===== config.mk =====
export PLATFORM = sky130hd
export DESIGN_NAME = snake_dir_ctrl
export DESIGN_NICKNAME = d
export VERILOG_FILES = /design/src/rtl/snake_pkg.sv /design/src/rtl/snake_turn_fifo.sv /design/src/rtl/snake_dir_ctrl.sv
export SDC_FILE = /design/constraint.sdc
export NUM_CORES = 1
export LEC_CHECK = 0
export ABC_CLOCK_PERIOD_IN_PS = 2700
export CORE_UTILIZATION = 44
export DETAILED_ROUTE_END_ITERATION = 10
export PLACE_DENSITY = 0.81
export RECOVER_POWER = 100
export SYNTH_ARGS = -nofsm -noshare
export SYNTH_HDL_FRONTEND = slang
export SYNTH_SLANG_ARGS = --single-unit

===== constraint.sdc =====
create_clock -name sys_clk -period 2.7 [get_ports sys_clk]
set_input_delay 0.81 -clock sys_clk [delete_from_list [all_inputs] [get_ports sys_clk]]
set_output_delay 0.81 -clock sys_clk [all_outputs]
set_load 0.005 [all_outputs]

===== src/rtl/snake_pkg.sv =====
// Shared types and helpers for the snake direction/run-state controller.
package snake_pkg;

    // Direction codes; the opposite direction is always code XOR 1
    typedef enum logic [1:0] {
        DIR_UP    = 2'd0,
        DIR_DOWN  = 2'd1,
        DIR_LEFT  = 2'd2,
        DIR_RIGHT = 2'd3
    } dir_t;

    // Controller run states, visible on the state output
    typedef enum logic [1:0] {
        ST_IDLE  = 2'd0,
        ST_RUN   = 2'd1,
        ST_PAUSE = 2'd2,
        ST_OVER  = 2'd3
    } state_t;

    // Result of arbitrating the direction key flags of one cycle
    typedef struct packed {
        logic valid;
        dir_t dir;
    } key_win_t;

    // 180-degree reversal of a direction
    function automatic dir_t opposite(input dir_t d);
        return dir_t'(d ^ 2'b01);
    endfunction

    // Fixed-priority pick among simultaneous presses: up > down > left > right
    function automatic key_win_t prio_encode(input logic up, input logic down,
                                             input logic left, input logic right);
        key_win_t w;
        w.valid = up | down | left | right;
        if (up)
            w.dir = DIR_UP;
        else if (down)
            w.dir = DIR_DOWN;
        else if (left)
            w.dir = DIR_LEFT;
        else
            w.dir = DIR_RIGHT;
        return w;
    endfunction

endpackage


===== src/rtl/snake_turn_fifo.sv =====
// Two-entry turn buffer. Entry 0 is always the head; a simultaneous pop and
// push shifts the queue and appends in one cycle, so a full buffer can still
// accept a push when it is also being popped.
module snake_turn_fifo
    import snake_pkg::*;
(
    input  logic       clk_i,
    input  logic       rst_i,
    input  logic       push_i,
    input  logic       pop_i,
    input  logic       clr_i,
    input  dir_t       din_i,
    output dir_t       head_o,
    output dir_t       tail_o,
    output logic [1:0] count_o
);

    dir_t       ent0_q, ent0_d;
    dir_t       ent1_q, ent1_d;
    logic [1:0] count_q, count_d;
    logic       do_pop;
    logic       do_push;

    assign head_o  = ent0_q;
    assign tail_o  = (count_q == 2'd2) ? ent1_q : ent0_q;
    assign count_o = count_q;

    // Compute the shifted/appended queue contents and new fill level
    always_comb begin
        ent0_d  = ent0_q;
        ent1_d  = ent1_q;
        count_d = count_q;
        do_pop  = pop_i && (count_q != 2'd0);
        do_push = push_i && ((count_q != 2'd2) || do_pop);
        if (clr_i) begin
            count_d = 2'd0;
        end else if (do_pop && do_push) begin
            if (count_q == 2'd1) begin
                ent0_d = din_i;
            end else begin
                ent0_d = ent1_q;
                ent1_d = din_i;
            end
        end else if (do_pop) begin
            ent0_d  = ent1_q;
            count_d = count_q - 2'd1;
        end else if (do_push) begin
            if (count_q == 2'd0)
                ent0_d = din_i;
            else
                ent1_d = din_i;
            count_d = count_q + 2'd1;
        end
    end

    // Fill level register; only the count needs a defined reset value
    always_ff @(posedge clk_i) begin
        if (rst_i)
            count_q <= 2'd0;
        else
            count_q <= count_d;
    end

    // Entry storage; contents are meaningless while count says empty
    always_ff @(posedge clk_i) begin
        ent0_q <= ent0_d;
        ent1_q <= ent1_d;
    end

endmodule


===== src/rtl/snake_dir_ctrl.sv =====
// Direction and run-state controller for the snake core: arbitrates key
// presses, rejects reversals, buffers up to two turns and gates step_en.
module snake_dir_ctrl
    import snake_pkg::*;
#(
    parameter logic [1:0] DIR_INIT = 2'd3,
    parameter int         QDEPTH   = 2
) (
    input  logic       sys_clk,
    input  logic       sys_rst,
    input  logic       key_up,
    input  logic       key_down,
    input  logic       key_left,
    input  logic       key_right,
    input  logic       key_pause,
    input  logic       move_tick,
    input  logic       game_over,
    output logic [1:0] dir,
    output logic       step_en,
    output logic [1:0] state,
    output logic [1:0] q_cnt,
    output logic       key_drop
);

    localparam logic [1:0] QFULL = 2'(QDEPTH);

    state_t   state_q, state_d;
    dir_t     dir_q, dir_d;
    logic     step_q, step_d;
    logic     drop_q, drop_d;
    key_win_t win;
    dir_t     ref_dir;
    dir_t     fifo_head;
    dir_t     fifo_tail;
    logic     fifo_push;
    logic     fifo_pop;
    logic     fifo_clr;

    assign dir      = dir_q;
    assign state    = state_q;
    assign step_en  = step_q;
    assign key_drop = drop_q;

    snake_turn_fifo u_fifo (
        .clk_i   (sys_clk),
        .rst_i   (sys_rst),
        .push_i  (fifo_push),
        .pop_i   (fifo_pop),
        .clr_i   (fifo_clr),
        .din_i   (win.dir),
        .head_o  (fifo_head),
        .tail_o  (fifo_tail),
        .count_o (q_cnt)
    );

    // Next-state logic: arbitration, reversal check, buffer control, outputs
    always_comb begin
        state_d   = state_q;
        dir_d     = dir_q;
        step_d    = 1'b0;
        drop_d    = 1'b0;
        fifo_push = 1'b0;
        fifo_pop  = 1'b0;
        fifo_clr  = 1'b0;
        win       = prio_encode(key_up, key_down, key_left, key_right);
        ref_dir   = (q_cnt != 2'd0) ? fifo_tail : dir_q;
        case (state_q)
            ST_IDLE: begin
                if (win.valid) begin
                    dir_d   = win.dir;
                    state_d = ST_RUN;
                end
            end
            ST_RUN: begin
                if (game_over) begin
                    state_d  = ST_OVER;
                    fifo_clr = 1'b1;
                end else if (key_pause) begin
                    state_d = ST_PAUSE;
                end else begin
                    if (move_tick) begin
                        step_d = 1'b1;
                        if (q_cnt != 2'd0) begin
                            fifo_pop = 1'b1;
                            dir_d    = fifo_head;
                        end
                    end
                    if (win.valid) begin
                        if ((win.dir == ref_dir) || (win.dir == opposite(ref_dir)))
                            drop_d = 1'b1;
                        else if ((q_cnt != QFULL) || fifo_pop)
                            fifo_push = 1'b1;
                        else
                            drop_d = 1'b1;
                    end
                end
            end
            ST_PAUSE: begin
                if (game_over) begin
                    state_d  = ST_OVER;
                    fifo_clr = 1'b1;
                end else if (key_pause) begin
                    state_d = ST_RUN;
                end
            end
            ST_OVER: begin
                if (key_pause && !game_over) begin
                    state_d = ST_IDLE;
                    dir_d   = dir_t'(DIR_INIT);
                end
            end
            default: begin
                state_d = ST_IDLE;
            end
        endcase
    end

    // State, committed direction and the registered one-cycle pulses
    always_ff @(posedge sys_clk) begin
        if (sys_rst) begin
            state_q <= ST_IDLE;
            dir_q   <= dir_t'(DIR_INIT);
            step_q  <= 1'b0;
            drop_q  <= 1'b0;
        end else begin
            state_q <= state_d;
            dir_q   <= dir_d;
            step_q  <= step_d;
            drop_q  <= drop_d;
        end
    end

endmodule


== Word-level counts from Yosys, hierarchy flattened ==
Index checks and enable logic that the tools add are counted.
Cells by class
  add/sub/neg operators: 2
  eq/ne operators: 19
  multiplexer cells: 50
  bitwise operators: 8
  reduce and logical (&&, ||, !) cells: 25
Operators by type and width (number)
  2-bit two-way mux: 28
  1-bit two-way mux: 20
  2-bit != test, second input constant: 9
  3-bit nonzero test: 3
  2-bit case mux with 4 select lines: 1
  7-bit AND reduction: 1
  2-bit equality test, second input constant: 3
  3-bit != test, second input constant: 2
  2-bit case mux with 3 select lines: 1
  2-bit nonzero test: 3
  1-bit inverter: 5
  5-bit AND reduction: 1
  5-bit OR reduction: 1
  2-bit by 1-bit equality test with 1-bit output, second input constant: 2
  2-bit equality test: 2
  1-bit logical AND: 4
  2-bit logical NOT: 2
  4-bit AND reduction: 1
  2-bit OR reduction: 2
  4-bit OR reduction: 1
  1-bit logical OR: 3
  1-bit bitwise OR: 3
  3-bit AND reduction: 1
  2-bit by 1-bit adder with 2-bit output, second input constant: 1
  other kinds (4): 4
Word-level totals
  register bits: 12
  word-level logic and storage cells: 111

== Depth between registers and ports, before layout ==
Gate-level depths: netlist of the first run.
  depth in word-level cells: 17
  depth in mapped cells: 10
  depth with buffers taken out: 10

== Cells and area by module ==
From an unflattened synthesis of the first run, not the netlist that was laid out.
Unflattened totals
  cells, all modules: 95
  area, all modules: 920.9 µm²
By module, submodules not included
  snake_dir_ctrl: times used 1, cells each 59, area an instance 501.7 µm², seq. area each 120.1 µm²
  snake_turn_fifo: times used 1, cells each 36, area an instance 419.2 µm², seq. area each 160.2 µm²

== Worst setup path before layout of the first run ==
Ideal clock, no wire load.
  path type: input port to flip-flop
  start point: in key_pause
  end point: reg u_fifo.ent1_q[0], enable pin
  setup time: 0.342 ns
  arrival time: 2.465 ns
  path slack: -0.107 ns
  stages: 6
  buffers on the path: 0
  path through: or3b_1 or3_4 inv_1 ha_1 or2b_1 o32ai_1
On the way
  longest elaborated chain between the ends: 9
  elaborated cells on any way between the ends: 15
  classes of those cells: eq/ne (3); mux (6); reduce/logical (6)
Ends and longest elaborated chain
  start: declaration: line snake_dir_ctrl.sv:15  | input logic key_pause,
  1-bit two-way mux: line snake_dir_ctrl.sv:78  | end else if (key_pause) begin
  1-bit two-way mux: line snake_dir_ctrl.sv:75  | if (game_over) begin
  1-bit two-way mux: line snake_dir_ctrl.sv:67  | case (state_q)
  1-bit logical AND: line snake_turn_fifo.sv:33  | do_pop = pop_i && (count_q != 2'd0);
  1-bit logical OR: line snake_turn_fifo.sv:34  | do_push = push_i && ((count_q != 2'd2) || do_pop);
  1-bit logical AND: line snake_turn_fifo.sv:34
  1-bit logical AND: line snake_turn_fifo.sv:37  | end else if (do_pop && do_push) begin
  2-bit != test (no line), or another cell as far along
  5-bit AND reduction (no line) (*)
  end signal: assignment: line snake_turn_fifo.sv:67  | ent1_q <= ent1_d;
  end: declaration: line snake_turn_fifo.sv:19  | dir_t ent1_q, ent1_d;
Every way passes the cells marked *; elsewhere a longest branch is shown, timed or not.
A chain may end at the register's enable or synchronous reset.

== Worst setup path in the final report of the first run ==
  start point: in game_over
  end point: reg u_fifo.ent0_q[1] (netlist: u_fifo.head_o[1]) (data pin)
On the way
  longest elaborated chain between the ends: 7
  elaborated cells on any way between the ends: 10
  classes of those cells: mux (6); reduce/logical (4)
Ends and longest elaborated chain
  start: declaration: line snake_dir_ctrl.sv:17  | input logic game_over,
  1-bit two-way mux: line snake_dir_ctrl.sv:75
  1-bit two-way mux: line snake_dir_ctrl.sv:67
  1-bit logical AND: line snake_turn_fifo.sv:33
  1-bit logical OR: line snake_turn_fifo.sv:34
  1-bit logical AND: line snake_turn_fifo.sv:34
  1-bit logical AND: line snake_turn_fifo.sv:37
  2-bit two-way mux (*): line snake_turn_fifo.sv:37
  end signal: assignment: line snake_turn_fifo.sv:66  | ent0_q <= ent0_d;
  end: declaration: line snake_turn_fifo.sv:18  | dir_t ent0_q, ent0_d;
Marks and branches as above.

==> impl_results.md, run 1 <==
* Longest Clk Path Bufs at 2
* Gr usage total at 0.216
* R2R depth at 9
* Ratio of final minimum period to clock period at 0.987
* Crit-path slowest cell: or3b_4
* TritonCTS clock tree: done
* Core area at 1750 µm²
* Initial antenna violation count at 0
* Final WL at 2080 µm
* # setup viols final at 0
* Hold Path End: dir[0]
* Max incr delay on CP at 0.40 ns
* Worst Path Buf+Inv at 2
* CTS Buf Count at 3
* Int Power at 0.000486 W
* Critical path depth in cells at 8
* Reg2reg setup slack at 0.06 ns
* Logic pwr share at 0.522
* Maximum vdd ir drop at 0.324 mV
* Seq pwr share at 0.313
* Synth top area cells: dfxtp_1, ha_1, edfxtp_1
* Worst-path clk slew at 0.09 ns
* Final ANT Viol Nets at 0
* Crit. End Element: flop
* Sequential-to-total area share from yosys stat at 0.341
* Worst slew margin at 0.745
* # IOs at 17
* Register area at 282 µm²
* Most frequent cells in the layout: buf_4, ha_1, inv_1, dfxtp_1, dlygate4sd3_1
* Area delta synth->final at 54.0%
* Clock sink count at 12
* Initial Utilization at 0.471
* RR Startpoint: state[1]
* Multiplexer share of the synthesized area at 0.0731
* DRT Pass-1 Iters at 4
* Vias in the first global route at 746
* Post-synth EDFFs at 4
* Port Buffers at 16
* Die ar. at 2050 µm²
* Synthesis-stage register bit count at 12
* Top cell type's share of synthesized area at 0.195
* Arrival @ worst endpoint at 2.72 ns
* Detailed-route via count at 786
* Setup Crit Path Kind: in2reg
* Layout fillers at 132
* Clock network power share at 0.165
* Leakage Power at 0.549 nW
* Die Ht at 45.2 µm
* CTS H-tree depth at 1
* CP Data Required Time at 2.76 ns
* Final Cell Area at 1270 µm²
* Util after Layout at 0.725
* First-pass GRT wire length at 3110 µm
* Footprint of the multi-input gates at 594 µm²
* Post-synthesis xor/xnor area fraction at 0.0320
* Compound-gate portion of the synthesized area at 0.199
* Row cnt at 15
* Post-Synth Simple-Gate Area at 0.152
* GRT overflow at 0
* Chip Width at 45.2 µm
* Cell Chain, Critical Path: clkdlybuf4s15_1 -> or3b_4 -> or3_4 -> inv_4 -> ha_4 -> or2b_1 -> o21a_4 -> mux2_4
* Synth Instances at 84
* Iteration-0 DRC Markers at 9
* Async SR Flop Fraction at 0
* DRC at 0
* Syn_area_per_cell at 9.79 µm²
* Reg2reg end: u_fifo.head_o[1]
* Sw power at 0.000310 W
* Switch share at 0.389
* Hold path cells at 2
* Post-synthesis adder-cell area fraction at 0.152
* Final clock skew at 0.00916 ns
* Fmax at 375 MHz
* Ys Warns at 0
* Worst Tran Pin Value at 0.372 ns
* Min Tclk post-route at 2.66 ns
* Final hold vios at 0
* Layout cells sized above 1 at 0.358
* GPL Wtd Cong at 0.787
* Startpoint types: input port
* N_diodes at 0
* Pin count of the biggest net entering global routing at 11
* Layout Nets at 143
* Per-cell routed wire length at 14.0 µm
* Hold crit path type: reg2reg
* Post-place instance area at 1180 µm²
* PD cells at 629 nW/µm²
* Largest family of logic cells by synthesized area: compound AO/OA/AOI/OAI gates
* Leading area contributor after synthesis: dfxtp_1
* Crit path max fanout at 3
* Post-synth top flop: dfxtp_1
* Root Buffer: clkbuf_4
* Max_cap viols at 0
* Commonest non-fill, non-tap cell in the layout: buf_4
* Hold Crit Start: dir[0]
* Final max-slew violation count at 0
* Post-DP HPWL at 1510 µm
* Post-Syn Area at 822 µm²
* Clock latency at the later pin of the worst-skew pair at 0.30 ns
* Synth cell types at 35
* Outcome: complete, no violations
* Vias per cell at 5.31
* Crit path max-delay family: simple AND/OR/NAND/NOR gates
* Synthesized net count at 103
[area by class of cell]
type	instances	share of cell area
Timing Repair Buffer	36	0.231
Inverter	10	0.0316
Tap cell	25	0.0247
Sequential cell	12	0.222
Clock buffer	4	0.0208
Multi-Input combinational cell	61	0.469
[kinds of logic (layout without fill, tap and decap cells)]
| logic type | count (synthesis) | after routing |
|---|---|---|
| adder cells (fa/ha/maj) | 10 | 10 |
| multiplexers | 5 | 5 |
| flip-flops | 12 | 12 |
| XOR/XNOR | 3 | 3 |
| AO/OA/AOI/OAI | 21 | 21 |
| AND/OR/NAND/NOR | 22 | 22 |
| buffers and inverters | 11 | 50 |
[flip-flops by register name (all words and copies together) (netlist names)]
| signal | count |
|---|---|
| dir | 2 |
| u_fifo.head_o | 2 |
| step_en | 1 |
| u_fifo.ent1_q | 2 |
| u_fifo.count_o | 2 |
| state | 2 |
| key_drop | 1 |
[per-layer routing]
| metal | routed length, µm | global-route usage |
|---|---|---|
| met5 | 0 | 0 |
| met4 | 29 | 0.0909 |
| met3 | 84 | 0.0760 |
| met2 | 1100 | 0.377 |
| met1 | 866 | 0.236 |
[cells in the mapped netlist (3+ instances only)]
| cell | n |
|---|---|
| a211oi_1 | 3 |
| a21oi_1 | 4 |
| dfxtp_1 | 8 |
| edfxtp_1 | 4 |
| ha_1 | 10 |
| inv_1 | 10 |
| mux2i_1 | 3 |
| nand2_1 | 3 |
| nor2_1 | 5 |
| nor3_1 | 3 |
[metrics by stage]
stage / std cells / TNS (ns) / worst slack (ns) / hold WS [ns] / power, W
after floorplan: 84 / -0.0752 / -0.0376 / 0.507 / 0.000490
after global placement: 142 / -2.73 / -0.546 / 0.498 / 0.000640
after detailed placement: 142 / -3.11 / -0.614 / 0.513 / 0.000654
after CTS: 147 / 0 / 0.00139 / 0.525 / 0.000787
after global routing: 148 / -0.00316 / -0.00316 / 0.540 / 0.000850
final: 148 / 0 / 0.0362 / 0.520 / 0.000797
[tightest hold or removal path, delay by kind of cell (launching register included)]
family / cells / cell delay, ns
flip-flops: 1 / 0.32
AND/OR/NAND/NOR: 1 / 0.09
multiplexers: 1 / 0.07
[power by group through the flow]
stage               clock [W]  combinational (W)  sequential [W]
CTS                  0.000130           0.000409        0.000248
detailed placement          0           0.000402        0.000252
global route         0.000142           0.000454        0.000254
finish               0.000132           0.000415        0.000249
floorplan                   0           0.000240        0.000250
global placement            0           0.000388        0.000251
[worst max path at each step]
stage,from,to,slack [ns]
after floorplan,key_pause,u_fifo.head_o[0],-0.04
after global placement,key_up,u_fifo.ent1_q[1],-0.55
after detailed placement,key_up,u_fifo.ent1_q[0],-0.61
after CTS,key_down,u_fifo.ent1_q[0],0.001
after global routing,key_up,u_fifo.head_o[1],-0.003
final,game_over,u_fifo.head_o[1],0.04
[repair_timing]
item | CTS | global route
setup buffers | 1 | 1
pin swaps | 6 | 10
hold buffers | 0 | 0
gates resized for setup | 9 | 17
endpoints found under the setup margin | 4 | 4
No activity file was read; power rests on OpenSTA's default activity.
==> run 2, diff against run 1 <==
- ABC_CLOCK_PERIOD_IN_PS: 2700 -> 2300
- CTS_CLUSTER_DIAMETER: not set -> 80
- GPL_TIMING_DRIVEN: not set -> 1
- clock period: 2.7 -> 2.3 ns (I/O delays scaled with it)
==> run 2 against run 1 <==
The flow now finishes with violations (negative setup slack). Wire length grew 19%. Worst setup slack got worse by 0.17 ns. Combinational power increased by 52%. Die area unchanged. Sequential power increased by 15%. Register-to-register slack got worse by 0.18 ns. Power up 33%. Global-route usage increased by 5.7 points. Clock power up 8%. Hold slack gained 0.0066 ns. Largest power group unchanged. Highest routed layer unchanged.
==> impl_results.md, run 2 (synthesis results as in run 1) <==
* Min Hold Slack at 0.527 ns (was 0.520 ns)
* Final clock skew at 0.00439 ns (was 0.00916 ns)
* Final max-slew violation count at 0 (unchanged)
* Per-cell routed wire length at 16.0 µm (was 14.0 µm)
* Hold crit path type: reg2reg (unchanged)
* CTS Buf Count at 3 (unchanged)
* DRC at 0 (unchanged)
* Startpoint types: input port (unchanged)
* Failing checks: negative setup slack
* Crit path max fanout at 3 (unchanged)
* RSZ-0062 raised after global routing: true
* First-pass GRT wire length at 3800 µm (was 3110 µm)
* # IOs at 17 (unchanged)
* Critical path depth in cells at 8 (unchanged)
* Vias in the first global route at 845 (was 746)
* PD cells at 774 nW/µm² (was 629 nW/µm²)
* DP Worst Slack at -0.824 ns (was -0.614 ns)
* Max incr delay on CP at 0.39 ns (was 0.40 ns)
* Crit-path slowest cell: or3b_4 (unchanged)
* Die Ht at 45.2 µm (unchanged)
* R2R depth at 9 (unchanged)
* Layout cells sized above 1 at 0.492 (was 0.358)
* Arrival @ worst endpoint at 2.47 ns (was 2.72 ns)
* Pin count of the biggest net entering global routing at 11 (unchanged)
* Worst-path clk slew at 0.08 ns (was 0.09 ns)
* Row cnt at 15 (unchanged)
* Clock latency at the later pin of the worst-skew pair at 0.28 ns (was 0.30 ns)
* Hold path cells at 2 (unchanged)
* Ratio of final minimum period to clock period at 1.06
* Core area at 1750 µm² (unchanged)
* N_diodes at 0 (unchanged)
* CP Data Required Time at 2.34 ns (was 2.76 ns)
* Crit. End Element: flop (unchanged)
* Worst Path Buf+Inv at 2 (unchanged)
* Gr usage total at 0.273 (was 0.216)
* Maximum vdd ir drop at 0.546 mV (was 0.324 mV)
* Outcome: complete, but fails checks (was complete, no violations)
* # setup viols final at 4 (was 0)
* Initial Utilization at 0.471 (unchanged)
* Hold_buf cts at 0 (unchanged)
* Post-DP HPWL at 1660 µm (was 1510 µm)
* Iteration-0 DRC Markers at 16 (was 9)
* Layout Nets at 150 (was 143)
* Detailed-route via count at 870 (was 786)
* Min Tclk post-route at 2.43 ns
* Die ar. at 2050 µm² (unchanged)
* Initial antenna violation count at 0 (unchanged)
* Worst slew margin at 0.748 (was 0.745)
* Area delta synth->final at 67.0% (was 54.0%)
* Leakage Power at 0.590 nW (was 0.549 nW)
* Final hold vios at 0 (unchanged)
* Cell Chain, Critical Path: buf_2 -> or3b_4 -> or3_4 -> inv_4 -> ha_4 -> or2b_1 -> o21a_4 -> mux2_4 (was clkdlybuf4s15_1 -> or3b_4 -> or3_4 -> inv_4 -> ha_4 -> or2b_1 -> o21a_4 -> mux2_4)
* GPL Wtd Cong at 0.801 (was 0.787)
* Longest Clk Path Bufs at 2 (unchanged)
* Worst Tran Pin Value at 0.368 ns (was 0.372 ns)
* Chip Width at 45.2 µm (unchanged)
* Max_cap viols at 0 (unchanged)
* Port Buffers at 16 (unchanged)
* Root Buffer: clkbuf_4 (unchanged)
* Most frequent cells in the layout: buf_4, dlygate4sd3_1 (was buf_4, ha_1, inv_1, dfxtp_1, dlygate4sd3_1)
* Final ANT Viol Nets at 0 (unchanged)
* Vias per cell at 5.61 (was 5.31)
* Final WL at 2480 µm (was 2080 µm)
* GRT overflow at 0 (unchanged)
* Commonest non-fill, non-tap cell in the layout: buf_4 (unchanged)
* Final worst slack at -0.134 ns (was 0.0362 ns)
* Setup Crit Path Kind: in2reg (unchanged)
* Clock sink count at 12 (unchanged)
* CTS H-tree depth at 1 (unchanged)
* Fmax at 411 MHz
* TritonCTS clock tree: done (unchanged)
* DRT Pass-1 Iters at 4 (unchanged)
* Crit path max-delay family: simple AND/OR/NAND/NOR gates (unchanged)
run 2: cell types whose count changed in the layout (fill, tap and decap cells not counted), sizes merged:
cell,previous run,this run
buf,19,29
dlygate4sd2,0,3
clkbuf,8,6
clkdlybuf4s15,1,0
clkdlybuf4s50,4,3
dlygate4sd3,7,6
dlymetal6s2s,1,0
run 2: final timing paths:
kind	from	end	slack, ns
max reg2reg	state[1]	u_fifo.head_o[1]	-0.12
min reg2reg	dir[0]	dir[0]	0.53
max	key_pause	u_fifo.head_o[1]	-0.13
min	dir[0]	dir[0]	0.53
run 2: report_power, final:
group          switching (W)  leakage (nW)  internal (W)
Combinational       0.000299         0.471      0.000333
Clock              0.0000756        0.0150     0.0000673
Sequential         0.0000255         0.104      0.000261
Total               0.000400         0.590      0.000661
run 2: metal layers:
| metal | up-vias | track usage | wire length, µm | part of all wire |
|---|---|---|---|---|
| met5 | - | 0 | 0 | 0 |
| met4 | 0 | 0.133 | 74 | 0.030 |
| met3 | 6 | 0.0560 | 99 | 0.040 |
| met2 | 31 | 0.458 | 1240 | 0.50 |
| met1 | 422 | 0.331 | 1060 | 0.43 |
| li1 | 411 | - | - | - |
run 2: per-stage QoR:
stage | total power, W | utilization | area [µm²] | instances | setup TNS [ns]
after floorplan | 0.000595 | - | 876 | 84 | -1.14
after global placement | 0.000817 | 0.717 | 1250 | 149 | -5.26
after detailed placement | 0.000841 | 0.717 | 1250 | 149 | -5.71
after CTS | 0.00103 | 0.756 | 1320 | 155 | -0.375
after global routing | 0.00113 | 0.786 | 1370 | 155 | -0.686
final | 0.00106 | 0.786 | 1370 | 155 | -0.397
run 2: repair_timing:
action                                  4_1_cts  5_1_grt
buffers inserted                              2        0
pin swaps                                    12        1
resized for setup                            35        9
endpoints found under the setup margin        8        6
run 2: cell type report:
type / instances / area [µm²]
multi-input combinational: 61 / 638
sequential: 12 / 285
fill: 106 / 373
inverter: 10 / 40.0
clock buffer: 4 / 26.3
tap: 25 / 31.3
timing repair buffer: 43 / 352
run 2: worst reg2reg max path, cell delays in order, from the launching register on:
cell     delay, ns
dfxtp_2       0.33
inv_2         0.06
ha_4          0.12
or3b_4        0.39
or3_4         0.37
inv_4         0.07
ha_4          0.13
or2b_1        0.27
o21a_4        0.15
mux2_4        0.29
